--- src/rtl/fifo_bit_reader.sv ---
// -----------------------------------------------------------------------------
// fifo_bit_reader
//
// Read-side consumer for a 1-bit-wide FIFO. It pulls single bits through the
// FIFO's empty/rd_en/dout port, packs WIDTH of them into a parallel word and
// offers that word downstream on a valid/ready handshake. This block is the
// only driver of the FIFO read enable.
//
// The FIFO registers its read data: a read accepted at edge N presents the bit
// on fifo_dout from edge N onward, so the bit is captured at edge N+1. Reads
// and captures therefore run one cycle apart. rd_pending marks the cycle in
// which a requested bit is in flight.
//
// Parameters
//   WIDTH      bits per assembled word (>= 2)
//   MSB_FIRST  1: first bit read lands in word_data[WIDTH-1]
//              0: first bit read lands in word_data[0]
//   CNT_W      width of the completed-word counter (wraps)
//
// Ports
//   clk          in   clock, all logic on posedge
//   rst_n        in   asynchronous active-low reset
//   fifo_empty   in   FIFO empty flag
//   fifo_dout    in   FIFO read data, valid from the edge after an accepted read
//   fifo_rd_en   out  FIFO read request (combinational)
//   flush        in   synchronous discard of any partial or pending word
//   word_data    out  assembled word, stable while word_valid is high
//   word_valid   out  word available
//   word_ready   in   sink accepts the word when word_valid & word_ready
//   word_count   out  number of words accepted by the sink, wraps to 0
// -----------------------------------------------------------------------------
module fifo_bit_reader #(
    parameter int WIDTH     = 8,
    parameter bit MSB_FIRST = 1'b1,
    parameter int CNT_W     = 16
) (
    input  logic             clk,
    input  logic             rst_n,
    input  logic             fifo_empty,
    input  logic             fifo_dout,
    output logic             fifo_rd_en,
    input  logic             flush,
    output logic [WIDTH-1:0] word_data,
    output logic             word_valid,
    input  logic             word_ready,
    output logic [CNT_W-1:0] word_count
);

    // Request and capture counters must be able to hold the value WIDTH.
    localparam int RC_W = $clog2(WIDTH + 1);
    localparam logic [RC_W-1:0] WIDTH_RC = RC_W'(WIDTH);
    localparam logic [RC_W-1:0] LAST_BIT = RC_W'(WIDTH - 1);

    typedef enum logic [0:0] {
        COLLECT = 1'b0,
        OUTPUT  = 1'b1
    } state_t;

    state_t           state_q,      state_d;
    logic [RC_W-1:0]  req_cnt_q,    req_cnt_d;
    logic [RC_W-1:0]  bit_cnt_q,    bit_cnt_d;
    logic             rd_pending_q, rd_pending_d;
    logic [WIDTH-1:0] sr_q,         sr_d;
    logic [WIDTH-1:0] word_data_q,  word_data_d;
    logic             word_valid_q, word_valid_d;
    logic [CNT_W-1:0] word_count_q, word_count_d;

    logic             rd_accept;
    logic [WIDTH-1:0] sr_shifted;

    // Shift one bit into the partial word in the configured bit order.
    function automatic logic [WIDTH-1:0] shift_in(input logic [WIDTH-1:0] sr,
                                                  input logic             b);
        if (MSB_FIRST) begin
            return {sr[WIDTH-2:0], b};
        end else begin
            return {b, sr[WIDTH-1:1]};
        end
    endfunction

    // The read request is gated by rst_n so that no read is issued while the
    // block is held in reset, even though the reset state is COLLECT.
    // req_cnt caps reads at WIDTH per word so no bit of the next word is
    // pulled out of the FIFO before the current word has been handed off.
    always_comb begin
        rd_accept = rst_n
                    && (state_q == COLLECT)
                    && !fifo_empty
                    && (req_cnt_q < WIDTH_RC)
                    && !flush;
    end

    assign fifo_rd_en = rd_accept;

    // Next-state and datapath update.
    always_comb begin
        state_d      = state_q;
        req_cnt_d    = req_cnt_q;
        bit_cnt_d    = bit_cnt_q;
        rd_pending_d = rd_accept;
        sr_d         = sr_q;
        word_data_d  = word_data_q;
        word_valid_d = word_valid_q;
        word_count_d = word_count_q;
        sr_shifted   = shift_in(sr_q, fifo_dout);

        if (flush) begin
            // Flush beats everything: partial bits, the in-flight bit and any
            // word waiting for the sink are all dropped without counting.
            state_d      = COLLECT;
            req_cnt_d    = '0;
            bit_cnt_d    = '0;
            sr_d         = '0;
            rd_pending_d = 1'b0;
            word_valid_d = 1'b0;
        end else begin
            case (state_q)
                COLLECT: begin
                    if (rd_accept) begin
                        req_cnt_d = req_cnt_q + 1'b1;
                    end
                    if (rd_pending_q) begin
                        if (bit_cnt_q == LAST_BIT) begin
                            // Last bit arrives: publish the finished word and
                            // start the next one from clean counters.
                            word_data_d  = sr_shifted;
                            word_valid_d = 1'b1;
                            state_d      = OUTPUT;
                            req_cnt_d    = '0;
                            bit_cnt_d    = '0;
                            sr_d         = '0;
                        end else begin
                            sr_d      = sr_shifted;
                            bit_cnt_d = bit_cnt_q + 1'b1;
                        end
                    end
                end
                OUTPUT: begin
                    // No reads are issued here, so rd_pending is already low
                    // and word_data stays frozen until the sink takes it.
                    if (word_valid_q && word_ready) begin
                        word_valid_d = 1'b0;
                        word_count_d = word_count_q + 1'b1;
                        state_d      = COLLECT;
                    end
                end
            endcase
        end
    end

    always_ff @(posedge clk or negedge rst_n) begin
        if (!rst_n) begin
            state_q      <= COLLECT;
            req_cnt_q    <= '0;
            bit_cnt_q    <= '0;
            rd_pending_q <= 1'b0;
            sr_q         <= '0;
            word_data_q  <= '0;
            word_valid_q <= 1'b0;
            word_count_q <= '0;
        end else begin
            state_q      <= state_d;
            req_cnt_q    <= req_cnt_d;
            bit_cnt_q    <= bit_cnt_d;
            rd_pending_q <= rd_pending_d;
            sr_q         <= sr_d;
            word_data_q  <= word_data_d;
            word_valid_q <= word_valid_d;
            word_count_q <= word_count_d;
        end
    end

    assign word_data  = word_data_q;
    assign word_valid = word_valid_q;
    assign word_count = word_count_q;

endmodule

--- config.mk ---
export PLATFORM = sky130hd
export DESIGN_NAME = fifo_bit_reader
export DESIGN_NICKNAME = d
export VERILOG_FILES = /design/src/rtl/fifo_bit_reader.sv
export SDC_FILE = /design/constraint.sdc
export NUM_CORES = 1
export LEC_CHECK = 0
export ABC_AREA = 0
export CORE_ASPECT_RATIO = 1.2
export CORE_MARGIN = 3
export CORE_UTILIZATION = 50
export CTS_BUF_LIST = sky130_fd_sc_hd__clkbuf_4 sky130_fd_sc_hd__clkbuf_8
export CTS_CLUSTER_SIZE = 28
export DETAILED_ROUTE_END_ITERATION = 7
export GPL_TIMING_DRIVEN = 0
export PLACE_DENSITY = 0.88
export SYNTH_ARGS = -nofsm -noshare
export SYNTH_HDL_FRONTEND = slang
export SYNTH_SLANG_ARGS = --single-unit
--- constraint.sdc ---
create_clock -name clk -period 3.82 [get_ports clk]
set_input_delay 0.573 -clock clk [delete_from_list [all_inputs] [get_ports clk]]
set_output_delay 0.573 -clock clk [all_outputs]
set_load 0.01 [all_outputs]
==> results.toml <==
[status]
status = "complete, no violations"

[cts]
cts_tree = "yes"
cts-hold-fix-buffers = 0
h-tree-depth = 2
clockRootBuffer = "clkbuf_8"
clk-insertion-delay-late_ns = 0.29
clk_pin_slew_worst_paths_ns = 0.08
cts_buffer_depth = 2
cts_num_sinks = 42
postCtsSetupRepairBufs = 0
cts_buffers = 5
cts_resized = 0

[final_layout]
fillers = 271
multi_input_area_um2 = 764
num_antenna_cells = 0
mostFrequentLayoutCells = "dfrtp_1 (42), clkdlybuf4s50_1 (29), xnor2_1 (11), nor2_1 (10), mux2_2 (10)"
layout_commonest_cell = "dfrtp_1"
seqCellArea_um2 = 1050
area_growth_pct = 23.5
fin_area_um2 = 2290
nNetsFinal = 195
drive_gt1_frac = 0.166

[grt]
grt_max_degree = 45
globalRouteOverflowTotal = 0
grt_pass1_vias = 1320
antenna_found_initial = 0
grt_usage = 0.184
grt_pass1_wl_mm = 5.90

[setup_path]
critPathMaxStageDelay_ns = 0.67
critPathLaunchType = "input pin"
worst_ep_arrival_time_ns = 2.56
crit_slowest_cell = "buf_2"
required_ns = 3.25
path_cells = "buf_2, or3b_2, nor3_1, clkdlybuf4s50_1"
critPathKind = "in2out"
path_delay_family = "buffers and inverters"
cp-end-kind = "output pin"
critPathMaxFanout = 44
path_buf_inv = 2

[yosys]
synth.net_count = 158
synth_cell_types = 37
ys_seq_area_frac = 0.566
synth_seq_cells = 42
yosysTopAreaCell = "dfrtp_1"
syn_inst = 149
synth-main-ff-cell = "dfrtp_1"
ys_warn_count = 0
syn_area_per_cell_um2 = 12.5
synth_edf_count = 0
synth_top_area_share = 0.566
synthArstFlopShare = 1.00
netlist_area_um2 = 1860
synth_area_leaders = "dfrtp_1 (57%), mux2_2 (6.1%), xnor2_1 (5.2%)"

[power]
p_leak_nw = 1.05
cellPowerDensity_nw_per_um2 = 339
peakVddDrop_v = 0.000213

[floorplanning]
die_h_um = 72.8
rows = 23
fp.dieArea_um2 = 4480
die_x_um = 61.6
start_util = 0.538
coreArea_um2 = 3450
ios = 32

[drt]
ant_nets = 0
wl_met3_um = 164
vias_per_cell = 5.84
top_layer_used = "met4"
route.met2.wl_mm = 1.95
drtIter0Drc = 46
vias = 1309
drc = 0
drtPass1Iterations = 5
drt-met1-wl_mm = 1.38
drt-total-wl_mm = 3.58
routedWlPerCell_um = 16.0

[timing]
setup_ws_ns = 0.686
finClkSkew_ns = 0.00223
rsz0062_at_grt = "no"
fmax_mhz = 319
finalHoldViolations = 0
worstMarginPinSlew_ns = 0.896
setup_viol = 0
slew_violations = 0
layout_min_cycle_time_ns = 3.13
fin_crit_sh = 0.821
maxSlewHeadroom = 0.403

[job]
max_cap_viol_count = 0

[placed_design]
place_area_um2 = 2200
preCtsSetupSlack_ns = 0.615
place.port_buffers = 30
routabilityCongestion = 0.789
dp_hpwl_mm = 2.61

[hold_path]
hp-class = "in2async"
==> per-layer routing <==
| layer | vias to the layer above | track usage |
|---|---|---|
| met1 | 659 | 0.195 |
| met2 | 39 | 0.311 |
| met3 | 7 | 0.0690 |
| met5 | - | 0 |
| li1 | 604 | - |
| met4 | 0 | 0.0920 |
==> registers in the layout (all words and copies together), names as in the netlist <==
register	flops
sr_q	7
state_q	1
word_count	16
word_data	8
word_valid	1
bit_cnt_q	4
req_cnt_q	4
rd_pending_q	1
==> cell usage after synthesis (all sizes together) (2+ instances only) <==
master	instances
nand2b	2
inv	3
clkbuf	2
nor2b	2
nand4	5
xnor2	12
xor2	4
ha	3
mux2	11
and3	2
buf	3
nand3	6
a22o	9
a21oi	3
nand2	9
dfrtp	42
nor2	10
a22oi	2
nor3	7
==> kinds of logic (layout without fill, tap and decap cells) <==
family	Yosys count	after routing	synth area share
buffers and inverters	8	46	0.0222
muxes	12	12	0.0721
adders and majority gates	3	3	0.0202
AOI/OAI and AO/OA	19	19	0.0782
xor gates and xnor gates	16	16	0.0795
DFF	42	42	0.566
and+or+nand+nor	49	49	0.162
==> area by class of cell <==
cell class                 count  area share
buffer                         5      0.0131
clock buffer                   6      0.0360
clock inverter                 2     0.00546
inverter                       3     0.00491
multi-input combinational     99       0.333
sequential                    42       0.458
tap                           37      0.0202
timing repair buffer          30       0.129
==> stage by stage <==
stage	hold slack [ns]	total power [mW]	instances	setup TNS [ns]	util
global placement	0.465	0.494	216	-0.374	0.638
CTS	0.421	0.790	224	0	0.664
floorplan	0.277	0.476	149	0	-
finish	0.397	0.779	224	0	0.664
global route	0.454	0.812	224	0	0.664
detailed placement	0.465	0.496	216	0	0.637
==> worst register-to-register path, delay by kind of cell, from the launching register on <==
kind,cells,cell delay [ns]
muxes,1,0.39
and+or+nand+nor,3,0.77
DFF,1,0.39
adders and majority gates,1,0.18
==> path summary, 6_finish.rpt <==
path	cells after the start	end	from	slack, ns
max reg2reg	5	word_data[6]	bit_cnt_q[0]	1.99
max	4	fifo_rd_en	rst_n	0.69
min	1	word_count[6]	rst_n	0.40
min in group clk	1	word_count[15]	word_count[15]	0.47
min reg2reg	1	word_count[15]	word_count[15]	0.47
max in group asynchronous	1	word_count[13]	rst_n	2.87
==> report_power, final <==
part           total, mW  switching [mW]  internal (mW)
Combinational     0.0346          0.0209         0.0137
Clock              0.292           0.147          0.145
Sequential         0.452         0.00380          0.448
Total              0.779           0.172          0.607
No activity file was read; power rests on OpenSTA's default activity.
